[src/rtl/bcd_scan_counter.sv]
// bcd_scan_counter
// 4-digit packed-BCD up/down counter with a time-multiplexed scan stage.
// The scan stage feeds one BCD nibble to a 7-segment decoder and drives the
// matching active-low common-anode enable.
//
// Optional build macro: LEADING_ZERO_BLANK_EN
//   When defined, a scanned digit is dark (anode_out = 4'b1111) if it is 0
//   and every higher digit is also 0. Digit 0 is never blanked.
//   When undefined, every digit is lit during its slot.
//
// Handshake note: this block has no valid/ready interfaces. en/clr/up_dn are
// level inputs sampled on every rising clk edge, and all outputs are registered.

module bcd_scan_counter #(
    parameter int COUNT_DIV = 50_000_000,
    parameter int SCAN_DIV  = 50_000
) (
    input  logic        clk,
    input  logic        rst,
    input  logic        en,
    input  logic        clr,
    input  logic        up_dn,
    output logic [15:0] count_out,
    output logic        carry_out,
    output logic [3:0]  digit_out,
    output logic [3:0]  anode_out
);

    // A divider of 1 still needs a 1-bit register; it simply never leaves 0.
    localparam int PW = (COUNT_DIV > 1) ? $clog2(COUNT_DIV) : 1;
    localparam int SW = (SCAN_DIV > 1) ? $clog2(SCAN_DIV) : 1;
    localparam logic [PW-1:0] PRESC_MAX = PW'(COUNT_DIV - 1);
    localparam logic [SW-1:0] SCAN_MAX  = SW'(SCAN_DIV - 1);

    logic [PW-1:0] presc_q, presc_d;
    logic [15:0]   count_q, count_d;
    logic          carry_q, carry_d;
    logic [SW-1:0] scan_q, scan_d;
    logic [1:0]    idx_q, idx_d;
    logic [3:0]    digit_q, digit_d;
    logic [3:0]    anode_q, anode_d;

    logic          tick;
    logic [15:0]   bcd_next;
    logic          wrap;
    logic          ripple;
    logic [3:0]    nib;
    logic          blank;

    assign tick = en && (presc_q == PRESC_MAX);

    // Ripple a +1 / -1 through the four BCD digits; a ripple out of digit 3 is the wrap.
    always_comb begin
        bcd_next = count_q;
        ripple   = 1'b1;
        nib      = 4'h0;
        for (int i = 0; i < 4; i++) begin
            nib = count_q[4*i +: 4];
            if (ripple) begin
                if (up_dn) begin
                    if (nib >= 4'd9) begin
                        bcd_next[4*i +: 4] = 4'd0;
                    end else begin
                        bcd_next[4*i +: 4] = nib + 4'd1;
                        ripple = 1'b0;
                    end
                end else begin
                    if (nib == 4'd0) begin
                        bcd_next[4*i +: 4] = 4'd9;
                    end else begin
                        bcd_next[4*i +: 4] = nib - 4'd1;
                        ripple = 1'b0;
                    end
                end
            end
        end
        wrap = ripple;
    end

    // Prescaler and count next-state: clr beats a tick, en=0 freezes both.
    always_comb begin
        presc_d = presc_q;
        count_d = count_q;
        carry_d = 1'b0;
        if (clr) begin
            presc_d = '0;
            count_d = 16'h0000;
        end else if (tick) begin
            presc_d = '0;
            count_d = bcd_next;
            carry_d = wrap;
        end else if (en) begin
            presc_d = presc_q + PW'(1);
        end
    end

    // Scan slot timer and digit index; free-running, unaffected by en and clr.
    always_comb begin
        scan_d = scan_q + SW'(1);
        idx_d  = idx_q;
        if (scan_q == SCAN_MAX) begin
            scan_d = '0;
            idx_d  = idx_q + 2'd1;
        end
    end

    // Leading-zero test for the slot being scanned.
    always_comb begin
`ifdef LEADING_ZERO_BLANK_EN
        case (idx_q)
            2'd1:    blank = (count_q[15:4] == 12'h000);
            2'd2:    blank = (count_q[15:8] == 8'h00);
            2'd3:    blank = (count_q[15:12] == 4'h0);
            default: blank = 1'b0;
        endcase
`else
        blank = 1'b0;
`endif
    end

    // Select the scanned nibble and its anode enable for the output registers.
    always_comb begin
        case (idx_q)
            2'd0:    digit_d = count_q[3:0];
            2'd1:    digit_d = count_q[7:4];
            2'd2:    digit_d = count_q[11:8];
            default: digit_d = count_q[15:12];
        endcase
        anode_d = blank ? 4'b1111 : ~(4'b0001 << idx_q);
    end

    // Count-side registers.
    always_ff @(posedge clk or posedge rst) begin
        if (rst) begin
            presc_q <= '0;
            count_q <= 16'h0000;
            carry_q <= 1'b0;
        end else begin
            presc_q <= presc_d;
            count_q <= count_d;
            carry_q <= carry_d;
        end
    end

    // Scan-side registers; outputs are registered so anode_out never glitches.
    always_ff @(posedge clk or posedge rst) begin
        if (rst) begin
            scan_q  <= '0;
            idx_q   <= 2'd0;
            digit_q <= 4'h0;
            anode_q <= 4'b1111;
        end else begin
            scan_q  <= scan_d;
            idx_q   <= idx_d;
            digit_q <= digit_d;
            anode_q <= anode_d;
        end
    end

    assign count_out = count_q;
    assign carry_out = carry_q;
    assign digit_out = digit_q;
    assign anode_out = anode_q;

endmodule

[config.mk]
export PLATFORM = sky130hd
export DESIGN_NAME = bcd_scan_counter
export DESIGN_NICKNAME = d
export VERILOG_FILES = /design/src/rtl/bcd_scan_counter.sv
export SDC_FILE = /design/constraint.sdc
export NUM_CORES = 1
export LEC_CHECK = 0
export CELL_PAD_IN_SITES_DETAIL_PLACEMENT = 2
export CELL_PAD_IN_SITES_GLOBAL_PLACEMENT = 2
export CORE_MARGIN = 4
export CORE_UTILIZATION = 25
export CTS_CLUSTER_DIAMETER = 120
export DETAILED_ROUTE_END_ITERATION = 16
export PLACE_DENSITY = 0.65
export RECOVER_POWER = 25
export SYNTH_ARGS = -nofsm -noshare
export SYNTH_HDL_FRONTEND = slang
export SYNTH_SLANG_ARGS = --single-unit
[constraint.sdc]
create_clock -name clk -period 2.4 [get_ports clk]
set_clock_uncertainty 0.1 [all_clocks]
set_input_delay 0.48 -clock clk [delete_from_list [all_inputs] [get_ports clk]]
set_output_delay 0.48 -clock clk [all_outputs]
set_load 0.01 [all_outputs]
; Yosys cells after proc, flatten, opt, wreduce, memory -nomap -nowiden
; Cells that the tools add are included.
[classes]
add_sub_neg = 11
order_cmp = 4
n_eq_ne = 4
n_shift = 1
mux = 39
bitwise_logic = 1
reduce_logical = 14
[op_table]
columns = cell, count
row1 = $mux 26, 3
row2 = $mux 4, 15
row3 = $mux 16, 3
row4 = $add 26x1->26 const B, 1
row5 = $eq 26x26->1 const B, 1
row6 = $mux 1, 17
row7 = $add 16x1->16 const B, 1
row8 = $add 4x1->4 const B, 4
row9 = $eq 16x16->1 const B, 1
row10 = $ge 4x4->1 const B, 4
row11 = $logic_not 4->1, 4
row12 = $sub 4x1->4 const B, 4
row13 = $pmux 4 s3, 1
row14 = $reduce_bool 2->1, 4
row15 = $reduce_and 2->1, 3
row16 = $not 4->4, 1
row17 = $shl 1x2->4 const A, 1
row18 = $reduce_bool 3->1, 1
row19 = $add 2x1->2 const B, 1
row20 = $eq 2x1->1 const B, 1
row21 = $eq 2x2->1 const B, 1
row22 = $logic_not 2->1, 1
row23 = $logic_and 1x1->1, 1
[totals]
reg_bits = 69
inputBits = 5
output_inout_bits = 25
word_cells = 84

; Longest topological paths before layout
[depth]
ltp_word = 8
depth_mapped = 8
ltp_nobuf = 7

; Worst setup path after synthesis
; OpenSTA, ideal clock, no wires.
[synth_path]
path_type = reg-to-reg
from = register count_q[0], in the netlist count_out[0]
to = register count_q[12], in the netlist count_out[12]
setup_time_ps = 82
t_arrival_ps = 2294
required_time_ps = 2218
slack_ps = -76
path_stages_with_launch = 9
path_buffers = 1
synth_period_minus_slack_ps = 2476
path_cell_list = dfrtp_1 -> inv_1 -> ha_1 -> or3b_2 -> a32oi_1 -> or4_1 -> buf_2 -> a2111o_1 -> a31oi_1
[synth_between]
elab_chain_cells = 7
elab_cells_between_ends = 9
classes_between = order compare: 1 / mux: 5 / reduce/logical: 3
[synth_lines]
columns = element, line_no
row1 = start: declaration, 36  ; logic [15:0] count_q, count_d;
row2 = start signal: assignment, 140  ; count_q <= count_d;
row3 = $ge 4x4->1 or $logic_not 4->1 (tied branches), "61, 68"
row4 = $mux 1 (on tied branches), "61, 68"
row5 = $mux 1 (*), 60  ; if (up_dn) begin
row6 = $mux 1 (*) (2 in a row), 59  ; if (ripple) begin
row7 = $reduce_bool 2->1 (no line) (*), -
row8 = $reduce_and 2->1 (no line) (*), -
; Every way passes the cells marked *; elsewhere a longest branch is shown, timed or not.
; A chain may end at the register's enable or synchronous reset.

; Final worst setup path
[layout_path]
from = input en
to = register count_q[12], in the netlist count_out[12]
[layout_between]
elab_chain_cells = 3
[layout_lines]
columns = element, line_no
row1 = start: declaration, 20  ; input logic en,
row2 = $logic_and 1x1->1, 50  ; assign tick = en && (presc_q == PRESC_MAX);
row3 = $reduce_bool 2->1 (no line), -
row4 = $reduce_and 2->1 (no line), -
; No other way between the ends.

==> flow_metrics.env <==
export IMPL_outcome="complete, no violations"
export IMPL_netlist_instances=432
export IMPL_power_leakage_nw=2.299
export IMPL_post_synthesis_register_bit_count=69
export IMPL_net_count_final=549
export IMPL_ys_async_rst_share=1.000
export IMPL_gr_usage_met3=0.03603
export IMPL_cts_max_path_buffers=2
export IMPL_fin_total_pwr_w=0.002990
export IMPL_number_of_global_route_vias_before_repair=4127
export IMPL_commonest_cells_after_routing_fill_and_taps_aside="buf_4, dfrtp_1, nor2_1"
export IMPL_cts_buffers_inserted=9
export IMPL_synth_ff_type="dfrtp_1"
export IMPL_number_of_optimization_iterations_in_the_first_detailed_route_pass=5
export IMPL_timing_critical_path_cells="clkdlybuf4s50_1 > and4bb_2 > nand4_1 > or4_4 > a2111o_1 > a31oi_1"
export IMPL_drt_drc_violations_left=0
export IMPL_timing_reg2reg_worst_path_depth=9
export IMPL_synthAdderAreaFrac=0.06161
export IMPL_hold_end="scan_q[0]$_DFF_PP0_"
export IMPL_grt_use_met1=0.1932
export IMPL_regToRegEndpoint="count_out[6]$_DFFE_PP0P_"
export IMPL_maxCapViolCount=0
export IMPL_finalWorstSetupSlack_ps=92.98
export IMPL_timing_rr_start="count_out[0]$_DFFE_PP0P_"
export IMPL_cts_reportedPaths_clkPinSlew_ps=60
export IMPL_io_buf_count=29
export IMPL_crit_type="in -> reg"
export IMPL_report_final_setup_viol=0
export IMPL_min_delay_path_depth=1
export IMPL_synth_warnings=0
export IMPL_cts_htree_levels=3
export IMPL_yosysSeqAreaShare=0.4264
export IMPL_cts_root_buf="clkbuf_16"
export IMPL_detailedRoute_firstIterationViolations=180
export IMPL_max_slew_violation_total_from_the_final_report=0
export IMPL_synth_mux_area_frac=0.03450
export IMPL_synth_simple_area_share=0.2397
export IMPL_grt_overflow=0
export IMPL_layout_cells_most_common="buf_4"
export IMPL_global_route_peak_usage_layer="met2"
export IMPL_multi_input_comb_area_um2=2255
export IMPL_setup_worst_path_start_class="primary input"
export IMPL_die_w_um=135.5
export IMPL_fp_row_count=46
export IMPL_finalHoldViolCount=0
export IMPL_detailroute_via_count=3709
export IMPL_clkSinkCount=69
export IMPL_grt_use_total=0.1510
export IMPL_initial_core_util=0.2557
export IMPL_core_area_um2=15890
export IMPL_slew_headroom=0.3198
export IMPL_syn_nets=457
export IMPL_layout_area_seq_um2=1733
export IMPL_pin_count=30
export IMPL_maxClockFrequency_mhz=433.5
export IMPL_grt_antenna_before_repair=0
export IMPL_holdCritStartpoint="scan_q[0]$_DFF_PP0_"
export IMPL_rsz0062_at_grt="false"
export IMPL_worst_r2r_setup_slack_ps=100
export IMPL_antenna_diode_count=0
export IMPL_gpl_final_weighted_congestion=0.7926
export IMPL_worst_slew_pin_tran_ps=1020
export IMPL_postRouteAntennaNets=0
export IMPL_netlist_cell_type_count=59
export IMPL_clk_latency_ps=350
export IMPL_placement_setup_worst_slack_ps=-486.9
export IMPL_place_inst=727
export IMPL_timing_critical_path_required_ps=2570
export IMPL_cpLargestDelayFamily="simple AND/OR/NAND/NOR gates"
export IMPL_worst_path_max_delay_cell="or4_4"
export IMPL_die_area_um2=18350
export IMPL_grt_start_max_net_pins=70
export IMPL_largest_family_of_logic_cells_by_synthesized_area="simple AND/OR/NAND/NOR gates"
export IMPL_die_span_y_um=135.5
export IMPL_postRouteWirelength_um=13160
export IMPL_syn_mean_instance_area_um2=9.401
export IMPL_hold_path_class="reg -> reg"
export IMPL_met2_resource_use_gr=0.2541
export IMPL_min_period_over_period=0.9613
export IMPL_avgRoutedWirePerCell_um=17.66
export IMPL_global_route_wire_length_before_repair_um=21740
export IMPL_arrival_ps=2480
export IMPL_syn_to_final_growth_pct=35.52
export IMPL_share_of_the_synthesized_area_in_compound_gates_ao_oa_aoi_oai=0.1282
export IMPL_tritoncts="built"
export IMPL_layout_min_cycle_time_ps=2307
export IMPL_fillerInstances=1767
export IMPL_max_stage_delay_ps=600
export IMPL_hpwlAfterDp_um=9646
export IMPL_peakVddDrop_v=0.0003428
export IMPL_drt_vias_per_instance=4.979
export IMPL_critical_path_buf_inv_count=1
export IMPL_whs_ps=397.4
export IMPL_syn_area_um2=4061
export IMPL_setup_worst_path_end_class="register"
export IMPL_synth_edff_count=0
export IMPL_post_route_cells_drive_above_1_share=0.2344
export IMPL_critical_path_peak_fanout=6
export IMPL_power_density_cell_area_nw_per_um2=543.2
export IMPL_synth_xor_xnor_area_share=0.06901
export IMPL_final_cell_count_no_fill=745
## layer usage
layer  routed length, µm  vias up
li1                    -     1756
met1                6062     1891
met2                6481       46
met3                 419       16
met4                 193        0
met5                   0        -
## cells in the mapped netlist, types with 6 or more instances
cell	number	share of area
xor2_1	15	0.032
nor4_1	12	0.018
nor3_1	15	0.018
nand3_1	19	0.023
inv_1	23	0.021
nand2_1	25	0.023
nand4_1	13	0.020
nor2_1	52	0.048
a31oi_1	11	0.017
clkbuf_1	13	0.012
and3_1	6	0.0092
dfrtp_1	65	0.40
ha_1	20	0.062
xnor2_1	17	0.037
a211oi_1	7	0.013
o21ai_0	14	0.017
a21oi_1	17	0.021
or3_1	7	0.011
## cell type report
| cell class | instances | share of cell area |
|---|---|---|
| clock buffer | 10 | 0.04342 |
| clock inverter | 6 | 0.01728 |
| inverter | 23 | 0.01637 |
| multi-input combinational | 321 | 0.4096 |
| sequential | 69 | 0.3148 |
| tap | 216 | 0.04910 |
| timing repair buffer | 100 | 0.1494 |
## metrics by stage
step                      area, µm²  setup TNS (ps)  utilization
after global routing           5504               0       0.3465
final                          5504               0       0.3465
after floorplan                4066          -13.62            -
after global placement         5082           -1808       0.3199
after CTS                      5443               0       0.3426
after detailed placement       5082           -3409       0.3199
## worst register-to-register path, delay by kind of cell (launching register included)
| family | cells | cell delay (ps) |
|---|---|---|
| AOI/OAI and AO/OA | 1 | 260 |
| adders and majority gates | 1 | 140 |
| buffers and inverters | 3 | 410 |
| DFF | 1 | 420 |
| muxes | 1 | 340 |
| and+or+nand+nor | 3 | 530 |
## registers in the layout, summed over array words and instances (netlist names)
signal and count:
anode_out 4, carry_out 1, count_out 16, digit_out 4
idx_q 2, presc_q 26, scan_q 16
## what timing repair did
action / CTS / global route
endpoints found under the setup margin: 6 / 10
gates resized for setup: 7 / 12
hold buffers: 0 / 0
buffers inserted: 0 / 2
pin swaps: 1 / 1
## worst max-delay path by stage
stage,startpoint,to,slack (ps),depth (start not counted)
floorplan,count_out[1]$_DFFE_PP0P_,count_out[12]$_DFFE_PP0P_,-10,8
global placement,en,count_out[12]$_DFFE_PP0P_,-300,6
detailed placement,up_dn,count_out[12]$_DFFE_PP0P_,-490,6
CTS,count_out[4]$_DFFE_PP0P_,count_out[8]$_DFFE_PP0P_,20,9
global route,presc_q[10]$_DFFE_PP0P_,count_out[11]$_DFFE_PP0P_,8,8
finish,en,count_out[12]$_DFFE_PP0P_,90,6
## where the power goes
part / switching, W / internal [W] / total, W
logic: 0.000167 / 0.000133 / 0.000300
registers: 0.0000104 / 0.00117 / 0.00118
clock network: 0.000558 / 0.000947 / 0.00150
total: 0.000735 / 0.00225 / 0.00299
## logic make-up (layout without fill, tap and decap cells)
| family | Yosys count | after routing |
|---|---|---|
| and+or+nand+nor | 181 | 181 |
| AOI/OAI and AO/OA | 77 | 77 |
| DFF | 69 | 69 |
| buffers and inverters | 42 | 139 |
| xor gates and xnor gates | 32 | 32 |
| adders and majority gates | 20 | 20 |
| muxes | 11 | 11 |
(Power assumes the default switching activity.)
